### src/rtl/calc_pkg.sv
// Shared digit codes and FSM state type for the calculator display path.
// The 7-segment decoders use the same constants for their case labels.
package calc_pkg;

    typedef logic [3:0] digit_t;

    localparam digit_t DIG_H     = 4'hA;
    localparam digit_t DIG_MINUS = 4'hB;
    localparam digit_t DIG_BLANK = 4'hD;

    typedef enum logic [1:0] {
        IDLE,
        SHIFT,
        FINISH
    } state_t;

endpackage

### src/rtl/calc_dabble_step.sv
// One shift-add-3 iteration: every BCD nibble >= 5 gets +3, then the register
// shifts left by one with carry_in entering the units digit.
module calc_dabble_step
    import calc_pkg::*;
#(
    parameter int NDIG = 3
) (
    input  logic [4*NDIG-1:0] bcd_in,
    input  logic              carry_in,
    output logic [4*NDIG-1:0] bcd_out,
    output logic              carry_out
);

    logic [4*NDIG-1:0] adj;

    always_comb begin
        adj = bcd_in;
        for (int i = 0; i < NDIG; i++) begin
            if (bcd_in[4*i +: 4] >= 4'd5) begin
                adj[4*i +: 4] = bcd_in[4*i +: 4] + 4'd3;
            end
        end
        bcd_out   = {adj[4*NDIG-2:0], carry_in};
        carry_out = adj[4*NDIG-1];
    end

endmodule

### src/rtl/calc_bin_to_digits.sv
// Converts an ALU result word to sign + NDIG display digit codes with a
// start/done handshake, leading-zero blanking and overflow indication.
module calc_bin_to_digits
    import calc_pkg::*;
#(
    parameter int WIDTH = 8,
    parameter int NDIG  = 3
) (
    input  logic                  clk,
    input  logic                  rst_n,
    input  logic                  start,
    input  logic [WIDTH-1:0]      value,
    input  logic                  is_signed,
    input  logic                  ovf,
    output logic                  busy,
    output logic                  done,
    output logic [4*(NDIG+1)-1:0] digits
);

    localparam int CW = $clog2(WIDTH + 1);

    state_t               state;
    logic [4*NDIG-1:0]    bcd;
    logic [4*NDIG-1:0]    bcd_next;
    logic                 bcd_carry;
    logic [WIDTH-1:0]     mag;
    logic [CW-1:0]        cnt;
    logic                 neg_r;
    logic                 ovf_r;
    logic                 neg_in;
    logic [4*(NDIG+1)-1:0] composed;

    assign neg_in = is_signed & value[WIDTH-1];

    calc_dabble_step #(.NDIG(NDIG)) u_step (
        .bcd_in    (bcd),
        .carry_in  (mag[WIDTH-1]),
        .bcd_out   (bcd_next),
        .carry_out (bcd_carry)
    );

    // Blank zeros above the leading digit; the units digit always shows.
    always_comb begin
        logic seen;
        seen     = 1'b0;
        composed = {(NDIG+1){DIG_BLANK}};
        for (int i = NDIG - 1; i >= 0; i--) begin
            if (bcd[4*i +: 4] != 4'd0 || i == 0) begin
                seen = 1'b1;
            end
            composed[4*i +: 4] = seen ? bcd[4*i +: 4] : DIG_BLANK;
        end
        composed[4*NDIG +: 4] = neg_r ? DIG_MINUS : DIG_BLANK;
        if (ovf_r) begin
            composed = {(NDIG+1){DIG_H}};
        end
    end

    always_ff @(posedge clk) begin
        if (!rst_n) begin
            state  <= IDLE;
            busy   <= 1'b0;
            done   <= 1'b0;
            digits <= {(NDIG+1){DIG_BLANK}};
            bcd    <= '0;
            mag    <= '0;
            cnt    <= '0;
            neg_r  <= 1'b0;
            ovf_r  <= 1'b0;
        end else begin
            done <= 1'b0;
            case (state)
                IDLE: begin
                    if (start) begin
                        neg_r <= neg_in;
                        ovf_r <= ovf;
                        mag   <= neg_in ? (~value + 1'b1) : value;
                        bcd   <= '0;
                        cnt   <= CW'(WIDTH);
                        busy  <= 1'b1;
                        state <= SHIFT;
                    end
                end
                SHIFT: begin
                    bcd   <= bcd_next;
                    mag   <= {mag[WIDTH-2:0], 1'b0};
                    cnt   <= cnt - 1'b1;
                    // A carry out of the top digit means the display is too narrow.
                    ovf_r <= ovf_r | bcd_carry;
                    if (cnt == CW'(1)) begin
                        state <= FINISH;
                    end
                end
                FINISH: begin
                    digits <= composed;
                    done   <= 1'b1;
                    busy   <= 1'b0;
                    state  <= IDLE;
                end
                default: begin
                    busy  <= 1'b0;
                    state <= IDLE;
                end
            endcase
        end
    end

endmodule

### config.mk
export PLATFORM = sky130hd
export DESIGN_NAME = calc_bin_to_digits
export DESIGN_NICKNAME = d
export VERILOG_FILES = /design/src/rtl/calc_pkg.sv /design/src/rtl/calc_dabble_step.sv /design/src/rtl/calc_bin_to_digits.sv
export SDC_FILE = /design/constraint.sdc
export NUM_CORES = 1
export LEC_CHECK = 0
export ABC_CLOCK_PERIOD_IN_PS = 2000
export BUFFER_PORTS_ARGS = -buffer_cell sky130_fd_sc_hd__buf_2
export CAP_MARGIN = 0
export CORE_MARGIN = 2
export CORE_UTILIZATION = 56
export CTS_CLUSTER_SIZE = 12
export DETAILED_ROUTE_END_ITERATION = 12
export HOLD_SLACK_MARGIN = 0.15
export PLACE_DENSITY_LB_ADDON = 0.25
export SLEW_MARGIN = 10
export SYNTH_ARGS = -nofsm -noshare
export SYNTH_HDL_FRONTEND = slang
export SYNTH_SLANG_ARGS = --single-unit
### constraint.sdc
create_clock -name clk -period 2 [get_ports clk]
set_input_delay 0 -clock clk [delete_from_list [all_inputs] [get_ports clk]]
set_output_delay 0 -clock clk [all_outputs]
set_load 0.05 [all_outputs]
After elaboration in Yosys (flattened, before gate mapping)
Index checks and enable logic that the tools add are counted.
{ "op_classes": {"n_addsub": 5, "n_lt_le_gt_ge": 3, "eq_ne": 5, "n_mux": 24, "bitwise": 4, "n_reduce_logical": 8} }
{ "ops": {"columns": ["operator", "count"], "rows": [
  ["two-way mux 4 bit", 6],
  ["one-hot mux 12 bit (2 select lines)", 1],
  ["two-way mux 16 bit", 1],
  ["two-way mux 8 bit", 2],
  ["one-hot mux 8 bit (2 select lines)", 1],
  ["adder 4 x 2 -> 4 bit (second input constant)", 3],
  [">= comparator 4 x 3 -> 1 bit (second input constant)", 3],
  ["two-way mux 12 bit", 1],
  ["adder 8 x 1 -> 8 bit (second input constant)", 1],
  ["inverter 8 bit", 1],
  ["one-hot mux 4 bit (2 select lines)", 1],
  ["AND reduction 2 bit", 4],
  ["nonzero test 4 bit", 2],
  ["two-way mux 1 bit", 5],
  ["equality test 4 x 1 -> 1 bit (second input constant)", 1],
  ["two-way mux 2 bit", 2],
  ["inequality test 2 bit (second input constant)", 2],
  ["one-hot mux 1 bit (2 select lines)", 2],
  ["one-hot mux 2 bit (2 select lines)", 1],
  ["subtractor 4 x 1 -> 4 bit (second input constant)", 1],
  ["two-way mux 3 bit", 1],
  ["equality test 2 x 1 -> 1 bit (second input constant)", 1],
  ["equality test 2 bit (second input constant)", 1],
  ["zero test 2 bit", 1],
  ["4 further kinds", 4]
]} }
{ "totals": {"regBits": 46, "word_cells": 58} }

Longest topological paths before layout
{ "logic_depth": {"ltp_word": 5, "depth_mapped": 6, "ltp_nobuf": 6} }

By module
Synthesis repeated with hierarchy kept, for this count alone.
{ "unflattened": {"hier_cells": 248, "area_unflattened_um2": 2107.0} }
{ "by_module_without_submodules": {"columns": ["mod", "n_inst", "cells_each", "area_per_inst_um2"], "rows": [
  ["calc_bin_to_digits", 1, 199, 1795.5],
  ["calc_dabble_step", 1, 49, 311.5]
]} }

Least setup slack after synthesis
OpenSTA, ideal clock, no wires.
{ "synth_path": {"path_type": "register -> register", "from": "register bcd[8]", "to": "register ovf_r", "arrival_time_ns": 1.432, "required_time_ns": 1.940, "setup_slack_ns": 0.508, "stages_incl_launch_ff": 7, "synth_period_minus_slack_ns": 1.492, "path_cell_list": "dfxtp_1 -> inv_1 -> ha_1 -> nand2b_1 -> or3b_1 -> a31oi_1 -> o221a_1"} }
{ "synth_between": {"elab_chain_cells": 4} }
{ "synth_lines": {"columns": ["element", "line", "text"], "rows": [
  ["start: declaration", "calc_bin_to_digits.sv:23", "logic [4*NDIG-1:0] bcd;"],
  ["start signal: assignment", "calc_bin_to_digits.sv:85", "bcd <= bcd_next;"],
  ["adder 4 x 2 -> 4 bit or >= comparator 4 x 3 -> 1 bit (tied branches)", "calc_dabble_step.sv:20, calc_dabble_step.sv:19", null],
  ["two-way mux 4 bit *", "calc_dabble_step.sv:19", "if (bcd_in[4*i +: 4] >= 4'd5) begin"],
  ["OR 1 bit *", "calc_bin_to_digits.sv:89", "ovf_r <= ovf_r | bcd_carry;"],
  ["one-hot mux 1 bit (2 select lines) *", "calc_bin_to_digits.sv:72", "case (state)"],
  ["end signal: assignment", "calc_bin_to_digits.sv:76", "ovf_r <= ovf;"],
  ["end signal: assignment", "calc_bin_to_digits.sv:89", null],
  ["end: declaration", "calc_bin_to_digits.sv:29", "logic ovf_r;"]
]} }
Mark *: on every way between the ends. The rest lies on a longest branch, timed or not.
A chain may end at the register's enable or synchronous reset.

Final worst setup path
{ "layout_path": {"from": "register state[1]", "to": "register mag[7]"} }
{ "layout_between": {"elab_chain_cells": 3} }
{ "layout_lines": {"columns": ["element", "line", "text"], "rows": [
  ["start: declaration", "calc_bin_to_digits.sv:22", "state_t state;"],
  ["start signal: assignment", "calc_bin_to_digits.sv:61", "state <= IDLE;"],
  ["start signal: assignment", "calc_bin_to_digits.sv:81", "state <= SHIFT;"],
  ["start signal: assignment", "calc_bin_to_digits.sv:91", "state <= FINISH;"],
  ["equality test 2 x 1 -> 1 bit or zero test 2 bit (tied branches)", "calc_bin_to_digits.sv:72", null],
  ["nonzero test 2 bit (no line) or inequality test 2 bit (tied branches)", null, null],
  ["AND reduction 2 bit (no line)", null, null],
  ["end signal: assignment", "calc_bin_to_digits.sv:77", "mag <= neg_in ? (~value + 1'b1) : value;"],
  ["end signal: assignment", "calc_bin_to_digits.sv:86", "mag <= {mag[WIDTH-2:0], 1'b0};"],
  ["end: declaration", "calc_bin_to_digits.sv:26", "logic [WIDTH-1:0] mag;"]
]} }
Parallel ways exist; a longest one is shown, timed or not.

==> reports/metrics.cfg <==
[cts]
cts_max_level=2
cts_tree=yes
clkSinkCount=45
ctsLongestPathBuffers=2
cts_buffers=5
clkLatencyLatePin_ns=0.28
path_clk_slew_ns=0.08
root_buffer=clkbuf_8
cts_setup_buffers=0

[power_and_ir_drop]
p_leak_uw=0.00104
p_total_uw=1770
vdd_ir_drop_max_uv=380
powerDensity_mw_per_mm2=705

[timing]
hold_ws_ns=0.270
drv_slew=0
setup_violations=0
final.period_utilization_pct=93.3
max_slew_margin_pct=54.2
hold_viol_final=0
min_period_ns=1.87
clock.fmax_mhz=536
clock_skew_ns=0.00156
worst_pin_slew_ns=0.687
rsz0062_at_grt=no
tns_ns=0

[drt]
dr.first_iter.drc_count=69
vias_per_cell=5.42
vias=1815
wl_per_cell_um=12.6
drc_errors=0
routed_wl_um=4230
postRouteAntennaNets=0
drtPass1Iterations=4

[logic_synthesis]
synth-warning-count=0
ys_types=48
netlist_area_sq_mm=0.00215
ys_seq_elements=45
synth.avg_cell_area_sq_um=8.66
yosysSeqAreaShare_pct=42.0
synth_fp_nets=271
synth_cells=248

[worst_setup_path]
critPathLaunchType=flop
cp-end-kind=flop
criticalPathCategory=flop to flop
cp_data_arrival_time_ns=2.04
required_ns=2.18
cp_max_fo=8

[floorplan]
start_util_pct=58.6
dieArea_sq_mm=0.00435
die_h_um=65.9
die_x_um=65.9
rows=22
core_area_sq_mm=0.00366
pin_count=31

[min_path]
hp-class=input pin to flop

[final_layout]
drive_above_1_share_pct=15.3
fin_nets=309
fillers=297
syn2layout_area_growth_pct=17.0
post-route-util_pct=68.6
num_antenna_cells=0

[grt]
grt_max_degree=22
grt_overflow=0
first_global_vias=1678
grtUsageTotal_pct=21.4
grt_pass1_wl_um=7270
grt_antenna_before_repair=0

[job]
maxCapViolCount=0

[placed_design]
routabilityCongestion=0.741
portBuffers=29
dp_hpwl_um=3010

[outcome]
outcome=complete, no violations

[final cells by class]
| type | count | area (sq um) | area share, % |
|---|---|---|---|
| Multi-Input combinational cell | 176 | 1130 | 44.9 |
| Timing Repair Buffer | 45 | 295 | 11.8 |
| Tap cell | 48 | 60.1 | 2.39 |
| Inverter | 13 | 48.8 | 1.94 |
| Clock buffer | 8 | 80.1 | 3.19 |
| Sequential cell | 45 | 901 | 35.9 |
[synth_stat cells, drive strengths merged]
master | instances | area (sq um)
o211ai | 1 | 7.51
a21o | 1 | 7.51
nand2 | 26 | 97.6
and2 | 5 | 31.3
a32oi | 2 | 17.5
a2111oi | 1 | 8.76
clkbuf | 3 | 11.3
and2b | 1 | 7.51
mux2i | 3 | 30.0
o21a | 1 | 7.51
o21ai | 29 | 149
xnor2 | 9 | 78.8
a22oi | 1 | 7.51
nor3 | 8 | 40.0
a22o | 4 | 35.0
nor4 | 2 | 18.8
nand3 | 10 | 50.1
a21oi | 7 | 35.0
a32o | 4 | 40.0
buf | 11 | 65.1
a311oi | 1 | 8.76
conb | 1 | 3.75
and3 | 2 | 12.5
mux2 | 1 | 11.3
nor3b | 4 | 35.0
or3b | 2 | 17.5
a21boi | 6 | 45.0
nor2 | 16 | 60.1
nand2b | 6 | 37.5
dfxtp | 45 | 901
ha | 10 | 125
inv | 13 | 48.8
o221a | 1 | 11.3
nor2b | 1 | 6.26
or2 | 1 | 6.26
o211a | 2 | 20.0
nand3b | 1 | 7.51
o21bai | 1 | 7.51
a31oi | 2 | 12.5
o31ai | 2 | 15.0
o311ai | 1 | 8.76
[power by group]
group / internal, uW / leakage (uW) / switching, uW
combinational: 112 / 0.000630 / 160
clock: 248 / 0.0000395 / 275
sequential: 938 / 0.000366 / 36.9
total: 1300 / 0.00104 / 472
[critical path, cell delays in order (launching register included)]
cell	delay [ns]
dfxtp_1	0.37
or3b_4	0.49
a311oi_1	0.27
nor3_1	0.08
dlygate4sd3_1	0.55
[sequential cells by signal (all words and copies together) (netlist names)]
| signal | cells |
|---|---|
| bcd | 12 |
| busy | 1 |
| cnt | 4 |
| digits | 15 |
| done | 1 |
| mag | 8 |
| neg_r | 1 |
| ovf_r | 1 |
| state | 2 |
[per-layer routing]
metal / GRT usage [%] / vias to the layer above / wire length, um
met5: 0 / - / 0
met4: 6.25 / 0 / 40
met3: 3.75 / 5 / 177
met2: 36.5 / 40 / 1900
met1: 27.4 / 829 / 2110
li1: - / 941 / -
[cell usage in the layout, fill, tap and decap left out, drive strengths merged, types with 7 or more instances in the layout]
cell and n:
dfxtp 45, buf 33, o21ai 29, nand2 26
nor2 16, inv 13, dlygate4sd3 12, nand3 10
ha 10, xnor2 9, nor3 8, clkbuf 8
a21oi 7
[logic make-up after synthesis]
family                   count (synthesis)  synth area share [%]
buffers and inverters                   27                  5.83
AO/OA/AOI/OAI                           67                  20.7
adder cells (fa/ha/maj)                 10                  5.83
multiplexers                             4                  1.92
other                                    1                 0.175
flip-flops                              45                  42.0
AND/OR/NAND/NOR                         85                  19.9
XOR/XNOR                                 9                  3.67
[final timing paths]
kind                               to  cells after the start                  start  slack, ns
setup / recovery  mag[7]$_SDFFE_PN0P_                      4  state[1]$_SDFFE_PN0P_       0.13
hold / removal     neg_r$_SDFFE_PN0P_                      4              is_signed       0.27
setup reg to reg  mag[7]$_SDFFE_PN0P_                      4  state[1]$_SDFFE_PN0P_       0.13
hold reg to reg   mag[0]$_SDFFE_PN0P_                      2    mag[0]$_SDFFE_PN0P_       0.46
[metrics by stage]
step / cell area (sq um) / setup WS (ns) / instances
2_1_floorplan: 2150 / 0.508 / 248
5_1_grt: 2510 / 0.0748 / 335
3_3_place_gp: 2310 / 0.388 / 315
6_report: 2510 / 0.135 / 335
4_1_cts: 2510 / 0.0300 / 335
3_5_place_dp: 2310 / 0.346 / 315
[what timing repair did]
item	in CTS	in global routing
hold buffers	12	0
gates resized for setup	0	2
endpoints found under the hold margin	24	0
setup endpoints to repair	0	1
Power figures use the tool's default switching activity.
